## src/rtl/systolic_pkg.sv

```systemverilog
// Shared types, default sizes and width helpers for the parametrised
// output-stationary systolic matrix-multiply engine.
package systolic_pkg;

  typedef enum logic [1:0] {
    ST_IDLE  = 2'd0,
    ST_LOAD  = 2'd1,
    ST_FLUSH = 2'd2,
    ST_DRAIN = 2'd3
  } state_e;

  localparam int unsigned N_DEF    = 32'd4;
  localparam int unsigned DW_DEF   = 32'd8;
  localparam int unsigned KMAX_DEF = 32'd256;

  function automatic int unsigned klen_w(input int unsigned kmax);
    return unsigned'($clog2(kmax + 32'd1));
  endfunction

  // A single-row array still needs a 1-bit row index port.
  function automatic int unsigned row_w(input int unsigned n);
    return (n > 32'd1) ? unsigned'($clog2(n)) : 32'd1;
  endfunction

  function automatic int unsigned acc_w(input int unsigned dw, input int unsigned kmax);
    return 32'd2 * dw + unsigned'($clog2(kmax));
  endfunction

endpackage

```

## src/rtl/systolic_pe.sv

```systemverilog
// Processing element: signed/unsigned multiply-accumulate with registered
// forwarding of the A operand rightwards and the B operand downwards.
module systolic_pe
  import systolic_pkg::*;
#(
  parameter int unsigned DW   = DW_DEF,
  parameter int unsigned ACCW = acc_w(DW_DEF, KMAX_DEF)
) (
  input  logic            clk_i,
  input  logic            rst_ni,
  input  logic            clr_i,
  input  logic            signed_i,
  input  logic [DW-1:0]   a_i,
  input  logic [DW-1:0]   b_i,
  output logic [DW-1:0]   a_o,
  output logic [DW-1:0]   b_o,
  output logic [ACCW-1:0] acc_o
);

  logic signed [DW:0]     a_ext_s;
  logic signed [DW:0]     b_ext_s;
  logic signed [2*DW+1:0] prod_s;
  logic [ACCW-1:0]        acc_q, acc_d;
  logic [DW-1:0]          a_q, b_q;

  // One extra operand bit lets a single signed multiplier serve both modes.
  always_comb begin
    if (signed_i) begin
      a_ext_s = {a_i[DW-1], a_i};
      b_ext_s = {b_i[DW-1], b_i};
    end else begin
      a_ext_s = {1'b0, a_i};
      b_ext_s = {1'b0, b_i};
    end
    prod_s = a_ext_s * b_ext_s;
    if (clr_i) begin
      acc_d = {ACCW{1'b0}};
    end else begin
      acc_d = acc_q + ACCW'(prod_s);
    end
  end

  // Accumulator and forwarding registers.
  always_ff @(posedge clk_i or negedge rst_ni) begin
    if (!rst_ni) begin
      acc_q <= {ACCW{1'b0}};
      a_q   <= {DW{1'b0}};
      b_q   <= {DW{1'b0}};
    end else if (clr_i) begin
      acc_q <= acc_d;
      a_q   <= {DW{1'b0}};
      b_q   <= {DW{1'b0}};
    end else begin
      acc_q <= acc_d;
      a_q   <= a_i;
      b_q   <= b_i;
    end
  end

  assign a_o   = a_q;
  assign b_o   = b_q;
  assign acc_o = acc_q;

endmodule

```

## src/rtl/systolic_array_gen.sv

```systemverilog
// N x N output-stationary systolic matrix multiplier: skews streamed K-slices
// into a PE grid, then drains C row by row over a valid/ready handshake.
module systolic_array_gen
  import systolic_pkg::*;
#(
  parameter int unsigned N    = N_DEF,
  parameter int unsigned DW   = DW_DEF,
  parameter int unsigned KMAX = KMAX_DEF,
  parameter int unsigned ACCW = acc_w(DW, KMAX)
) (
  input  logic                        CLK,
  input  logic                        RSTn,
  input  logic                        start,
  input  logic [klen_w(KMAX)-1:0]     k_len,
  input  logic                        signed_mode,
  input  logic                        in_valid,
  output logic                        in_ready,
  input  logic [N*DW-1:0]             a_col,
  input  logic [N*DW-1:0]             b_row,
  output logic                        out_valid,
  input  logic                        out_ready,
  output logic [row_w(N)-1:0]         out_row,
  output logic [N*ACCW-1:0]           out_data,
  output logic                        busy,
  output logic                        done
);

  localparam int unsigned KW = klen_w(KMAX);
  localparam int unsigned RW = row_w(N);
  localparam int unsigned FW = unsigned'($clog2(2 * N));
  localparam logic [FW-1:0] FLUSH_LAST = FW'(2 * N - 2);
  localparam logic [RW-1:0] ROW_LAST   = RW'(N - 1);

  state_e            state_q, state_d;
  logic [KW-1:0]     k_len_q, k_len_d, k_cnt_q, k_cnt_d;
  logic [FW-1:0]     fl_cnt_q, fl_cnt_d;
  logic [RW-1:0]     row_q, row_d, mux_sel_s;
  logic              mode_q, mode_d, clr_s, done_d;
  logic              in_ready_q, out_valid_q, busy_q, done_q;
  logic [N*ACCW-1:0] data_q, data_d, mux_data_s;
  logic              beat_s, hs_s;

  logic [DW-1:0]   a_sk_q  [N][N];
  logic [DW-1:0]   b_sk_q  [N][N];
  logic [DW-1:0]   a_fwd_s [N][N];
  logic [DW-1:0]   b_fwd_s [N][N];
  logic [ACCW-1:0] acc_s   [N][N];

  assign beat_s = in_valid & in_ready_q;
  assign hs_s   = out_valid_q & out_ready;

  // Skew triangles: stage 0 takes the beat (zero on a bubble); lane i taps stage i.
  always_ff @(posedge CLK or negedge RSTn) begin
    if (!RSTn) begin
      for (int i = 0; i < N; i++) begin
        for (int s = 0; s < N; s++) begin
          a_sk_q[i][s] <= {DW{1'b0}};
          b_sk_q[i][s] <= {DW{1'b0}};
        end
      end
    end else begin
      for (int i = 0; i < N; i++) begin
        a_sk_q[i][0] <= beat_s ? a_col[i*DW +: DW] : {DW{1'b0}};
        b_sk_q[i][0] <= beat_s ? b_row[i*DW +: DW] : {DW{1'b0}};
        for (int s = 1; s < N; s++) begin
          a_sk_q[i][s] <= a_sk_q[i][s-1];
          b_sk_q[i][s] <= b_sk_q[i][s-1];
        end
      end
    end
  end

  for (genvar gi = 0; gi < N; gi++) begin : g_row
    for (genvar gj = 0; gj < N; gj++) begin : g_col
      logic [DW-1:0] a_in_s, b_in_s;
      if (gj == 0) begin : g_a_edge
        assign a_in_s = a_sk_q[gi][gi];
      end else begin : g_a_fwd
        assign a_in_s = a_fwd_s[gi][gj-1];
      end
      if (gi == 0) begin : g_b_edge
        assign b_in_s = b_sk_q[gj][gj];
      end else begin : g_b_fwd
        assign b_in_s = b_fwd_s[gi-1][gj];
      end
      systolic_pe #(.DW(DW), .ACCW(ACCW)) u_pe (
        .clk_i    (CLK),
        .rst_ni   (RSTn),
        .clr_i    (clr_s),
        .signed_i (mode_q),
        .a_i      (a_in_s),
        .b_i      (b_in_s),
        .a_o      (a_fwd_s[gi][gj]),
        .b_o      (b_fwd_s[gi][gj]),
        .acc_o    (acc_s[gi][gj])
      );
    end
  end

  // Row mux: row 0 when leaving FLUSH, otherwise the row after the one shown.
  always_comb begin
    mux_data_s = {(N*ACCW){1'b0}};
    if (state_q == ST_DRAIN) begin
      mux_sel_s = row_q + RW'(1);
    end else begin
      mux_sel_s = {RW{1'b0}};
    end
    for (int j = 0; j < N; j++) begin
      mux_data_s[j*ACCW +: ACCW] = acc_s[mux_sel_s][j];
    end
  end

  // Next-state and counter logic.
  always_comb begin
    state_d  = state_q;
    k_len_d  = k_len_q;
    k_cnt_d  = k_cnt_q;
    fl_cnt_d = fl_cnt_q;
    row_d    = row_q;
    mode_d   = mode_q;
    data_d   = data_q;
    clr_s    = 1'b0;
    done_d   = 1'b0;
    case (state_q)
      ST_IDLE: begin
        if (start) begin
          clr_s    = 1'b1;
          k_len_d  = k_len;
          mode_d   = signed_mode;
          k_cnt_d  = {KW{1'b0}};
          fl_cnt_d = {FW{1'b0}};
          row_d    = {RW{1'b0}};
          if (k_len == {KW{1'b0}}) begin
            state_d = ST_DRAIN;
            data_d  = {(N*ACCW){1'b0}};
          end else begin
            state_d = ST_LOAD;
          end
        end else begin
          state_d = ST_IDLE;
        end
      end
      ST_LOAD: begin
        if (beat_s && (k_cnt_q == k_len_q - KW'(1))) begin
          state_d  = ST_FLUSH;
          fl_cnt_d = {FW{1'b0}};
        end else if (beat_s) begin
          k_cnt_d = k_cnt_q + KW'(1);
        end else begin
          k_cnt_d = k_cnt_q;
        end
      end
      ST_FLUSH: begin
        if (fl_cnt_q == FLUSH_LAST) begin
          state_d = ST_DRAIN;
          data_d  = mux_data_s;
        end else begin
          fl_cnt_d = fl_cnt_q + FW'(1);
        end
      end
      ST_DRAIN: begin
        if (hs_s && (row_q == ROW_LAST)) begin
          state_d = ST_IDLE;
          row_d   = {RW{1'b0}};
          done_d  = 1'b1;
        end else if (hs_s) begin
          row_d  = row_q + RW'(1);
          data_d = mux_data_s;
        end else begin
          row_d = row_q;
        end
      end
      default: begin
        state_d = ST_IDLE;
      end
    endcase
  end

  // State, counters and registered outputs.
  always_ff @(posedge CLK or negedge RSTn) begin
    if (!RSTn) begin
      state_q     <= ST_IDLE;
      k_len_q     <= {KW{1'b0}};
      k_cnt_q     <= {KW{1'b0}};
      fl_cnt_q    <= {FW{1'b0}};
      row_q       <= {RW{1'b0}};
      mode_q      <= 1'b0;
      data_q      <= {(N*ACCW){1'b0}};
      in_ready_q  <= 1'b0;
      out_valid_q <= 1'b0;
      busy_q      <= 1'b0;
      done_q      <= 1'b0;
    end else begin
      state_q     <= state_d;
      k_len_q     <= k_len_d;
      k_cnt_q     <= k_cnt_d;
      fl_cnt_q    <= fl_cnt_d;
      row_q       <= row_d;
      mode_q      <= mode_d;
      data_q      <= data_d;
      in_ready_q  <= (state_d == ST_LOAD);
      out_valid_q <= (state_d == ST_DRAIN);
      busy_q      <= (state_d != ST_IDLE);
      done_q      <= done_d;
    end
  end

  assign in_ready  = in_ready_q;
  assign out_valid = out_valid_q;
  assign out_row   = row_q;
  assign out_data  = data_q;
  assign busy      = busy_q;
  assign done      = done_q;

endmodule

```

## config.mk

```make
export PLATFORM = sky130hd
export DESIGN_NAME = systolic_array_gen
export DESIGN_NICKNAME = d
export VERILOG_FILES = /design/src/rtl/systolic_pkg.sv /design/src/rtl/systolic_pe.sv /design/src/rtl/systolic_array_gen.sv
export SDC_FILE = /design/constraint.sdc
export NUM_CORES = 2
export LEC_CHECK = 0
export ABC_AREA = 1
export ABC_CLOCK_PERIOD_IN_PS = 13800
export BUFFER_PORTS_ARGS = -buffer_cell sky130_fd_sc_hd__buf_4
export CAP_MARGIN = 10
export CORE_MARGIN = 4
export CORE_UTILIZATION = 55
export CTS_CLUSTER_SIZE = 14
export DETAILED_ROUTE_END_ITERATION = 7
export MAX_ROUTING_LAYER = met4
export PLACE_DENSITY_LB_ADDON = 0.2
export RECOVER_POWER = 25
export SYNTH_ARGS = -nofsm -noshare
export SYNTH_HDL_FRONTEND = slang
export SYNTH_SLANG_ARGS = --single-unit
```

## constraint.sdc

```tcl
create_clock -name CLK -period 13.8 [get_ports CLK]
set_input_delay 1.38 -clock CLK [delete_from_list [all_inputs] [get_ports CLK]]
set_output_delay 1.38 -clock CLK [all_outputs]
set_load 0.05 [all_outputs]
```

==> results.tsv <==
stage	metric	value	unit
floorplanning	fp.dieH	435	um
finish	nNetsFinal	15000	
pwr	comb_power_share	0.372	
global_routing	antenna_found_initial	4	
logic_synthesis	synth.avg_cell_area	7.78	sq um
pwr	seqPwrFrac	0.358	
critical_path	crit_required	14.63	ns
place	placed_cells	15000	
logic_synthesis	synth_seq_area_share	0.215	
clocking	cts_buffer_depth	3	
clocking	clock_latency	0.78	ns
clocking	clock_sinks	862	
critical_path	path_cells	clkbuf_1, clkbuf_1, buf_4, buf_4	
global_routing	globalRouteTotalUtil	0.304	
critical_path	crit_type	in2async	
finish	final_cell_count_no_fill	15200	
min_path	hold_end	g_row[3].g_col[0].a_in_s[4]	
logic_synthesis	ys_async_sr_fraction	1.00	
logic_synthesis	ys_ff_latch	862	
floorplanning	core.rowCount	156	
logic_synthesis	syn_inst	12900	
finish	syn_to_final_growth	6.47	%
timing	max_slew_margin	-2.40	
min_path	worstHoldStart	a_sk_q[12]	
timing	fin_skew	0.0318	ns
critical_path	critPathMaxFanout	84	
logic_synthesis	ys_types	55	
routing	drt-met1-wl	112000	um
pwr	p_sw_frac	0.434	
critical_path	worst_ep_arrival_time	9.26	ns
clocking	cts_resized	0	
routing	drtIter0Drc	5735	
logic_synthesis	synth-edff-count	0	
routing	route.antenna.remaining_nets	0	
timing	layout_min_cycle_time	8.43	ns
routing	top_layer	met4	
pwr	clock_power_share	0.270	
finish	drive_gt1_frac	0.0346	
timing	tightest_slew	5.10	ns
critical_path	cp-end-kind	asynchronous set/reset pin	
place	dp_hpwl	222000	um
pwr	power.density	103	nW/um^2
logic_synthesis	synth_warnings	0	
global_routing	grt_pass1_wl	450000	um
finish	stdcell_area	107000	sq um
routing	drc_errors	0	
timing	hold_violations	0	
floorplanning	die_width	435	um
pwr	vdd_ir_drop_max	0.113	mV
pwr	total_power	11.0	mW
floorplanning	design.core.area	181000	sq um
logic_synthesis	synth_fp_nets	15100	
timing	fmax	119	MHz
critical_path	r2r.worst_path.cells	7	
timing	period_share	0.611	
finish	final_util	0.589	
pwr	p_leak	62.3	nW
global_routing	first_global_vias	85100	
place	portBuffers	180	
clocking	cts_tree	done	
min_path	hold_depth	0	
outcome	violations	capacitance limit, slew limit	
logic_synthesis	syn_area	100000	sq um
routing	routed_wl	277000	um
clocking	cts_buffers	105	
global_routing	grt_overflow_total	0	
critical_path	worstReg2RegEnd	g_row[0].g_col[2].u_pe.b_o[5]	
routing	firstDrtPassIters	6	
routing	num_vias	82100	
critical_path	cp_slowest_cell	clkbuf_1	
timing	setup_viol	0	
critical_path	cp_top_family	buffers and inverters	
timing	setup_tns	0	ns
logic_synthesis	synthFlopType	dfrtp_1	
clocking	cts_htree_levels	3	
min_path	hold_class	reg2reg	
routing	vias_per_cell	5.40	
routing	wl_met2	134000	um
pwr	p_int	6.21	mW
place	place.gp.congestion	0.979	
outcome	outcome	finished with violations	
timing	rsz0062_at_grt	false	
global_routing	grt_max_degree	154	
critical_path	cp_num_buf_inv	4	
place	dpl_cell_area	103000	sq um
critical_path	r2r_start	state_q[0]	
routing	wl_per_cell	18.2	um
floorplanning	io_pins	181	
clocking	root_buffer	clkbuf_16	
floorplanning	initial_core_util	0.554	
clocking	holdBufCountCts	0	
critical_path	max_stage_delay	3.44	ns
critical_path	r2r_slack	6.14	ns
pwr	switchingPower	4.76	mW
routing	met3_length	12700	um
run	cap_violations	8	
critical_path	startpoint_type	primary input	
timing	finalMaxSlewViolations	503	
clocking	cts_setup_buffers	0	
clocking	path_clk_slew	0.06	ns
finish	fill_cells	16600	
floorplanning	dieArea	189000	sq um
[layout by cell type (no fill, tap or decap), types with 134 or more instances in the layout]
cell type,instances
ha_1,986
nand2_1,2681
nand3_1,359
a21oi_1,926
o21ai_0,547
xor2_1,229
xnor2_1,134
fa_1,1136
dfrtp_1,861
nor2_1,1015
buf_4,208
inv_1,2893
[how the worst max path moves through the flow]
stage                       from                          endpoint  slack (ns)  depth (start not counted)
final                       RSTn                        a_sk_q[28]        5.37                          4
after global routing        RSTn                        a_sk_q[28]        3.75                          4
after CTS                 mode_q  g_row[1].g_col[3].u_pe.acc_o[19]        6.21                         30
after detailed placement  mode_q  g_row[1].g_col[3].u_pe.acc_o[19]        6.22                         30
after global placement    mode_q  g_row[3].g_col[3].u_pe.acc_o[23]        6.21                         30
after floorplan           mode_q  g_row[3].g_col[3].u_pe.acc_o[23]        7.38                         31
[metal layers]
metal,global-route usage,vias to the layer above
li1,-,39300
met1,0.366,39800
met2,0.507,2337
met3,0.0307,695
met4,0.161,0
met5,-,-
[power by group through the flow]
stage	logic, mW	registers [mW]	clock network, mW
finish	4.08	3.93	2.96
global route	4.64	3.98	3.13
detailed placement	4.04	3.96	0
global placement	3.95	3.96	0
CTS	4.06	3.93	3.04
floorplan	3.25	3.35	0
[kinds of logic after synthesis]
kind of cell	synth area share
DFF	0.215
xor gates and xnor gates	0.0317
AOI/OAI and AO/OA	0.106
buffers and inverters	0.126
adders and majority gates	0.350
and+or+nand+nor	0.170
[cell type report]
cell class / count / area [sq um] / area share
Inverter: 2898 / 10900 / 0.102
Clock inverter: 59 / 763 / 0.00716
Antenna cell: 1 / 2.50 / 0.0000235
Multi-Input combinational cell: 8680 / 66000 / 0.619
Sequential cell: 862 / 21600 / 0.202
Timing Repair Buffer: 216 / 1610 / 0.0151
Tap cell: 2370 / 2970 / 0.0278
Clock buffer: 132 / 2850 / 0.0267
[through the flow]
step	hold slack [ns]	setup WS, ns
finish	0.337	5.37
detailed placement	0.335	6.22
global placement	0.332	6.21
CTS	0.335	6.21
global route	0.345	3.75
floorplan	0.331	7.38
[synthesized netlist by cell type, drive strengths merged, types with 5 or more instances]
cell / instances / area share
xor2: 229 / 0.020
nand4: 35 / 0.0022
a21o: 93 / 0.0070
nor4: 39 / 0.0024
buf: 67 / 0.0037
o21ai: 600 / 0.031
a211oi: 17 / 0.0013
nand3: 360 / 0.018
clkbuf: 361 / 0.014
fa: 1136 / 0.23
a21boi: 14 / 0.0010
dfrtp: 862 / 0.22
a221oi: 93 / 0.0081
o2111ai: 16 / 0.0014
nand2: 2685 / 0.10
o211ai: 9 / 0.00072
o21a: 13 / 0.00097
o211a: 7 / 0.00070
nor2: 1024 / 0.039
a21oi: 928 / 0.046
ha: 986 / 0.12
o21bai: 52 / 0.0039
a31oi: 50 / 0.0031
nor3b: 5 / 0.00037
nor3: 104 / 0.0052
nand3b: 16 / 0.0012
inv: 2897 / 0.11
xnor2: 134 / 0.012
or2: 18 / 0.0011
[flip-flops by register name (all words and copies together) (netlist names)]
signal,cells
k_cnt_q,9
b_sk_q,48
g_row.g_col.u_pe.b_o,96
out_row,2
k_len_q,9
mode_q,1
state_q,2
out_valid,1
g_row.g_col.u_pe.a_o,96
done,1
fl_cnt_q,3
g_row.g_col.b_in_s,32
g_row.g_col.a_in_s,32
out_data,96
g_row.g_col.u_pe.acc_o,384
in_ready,1
a_sk_q,48
busy,1
Note: power is estimated with default switching activity, not from simulation.
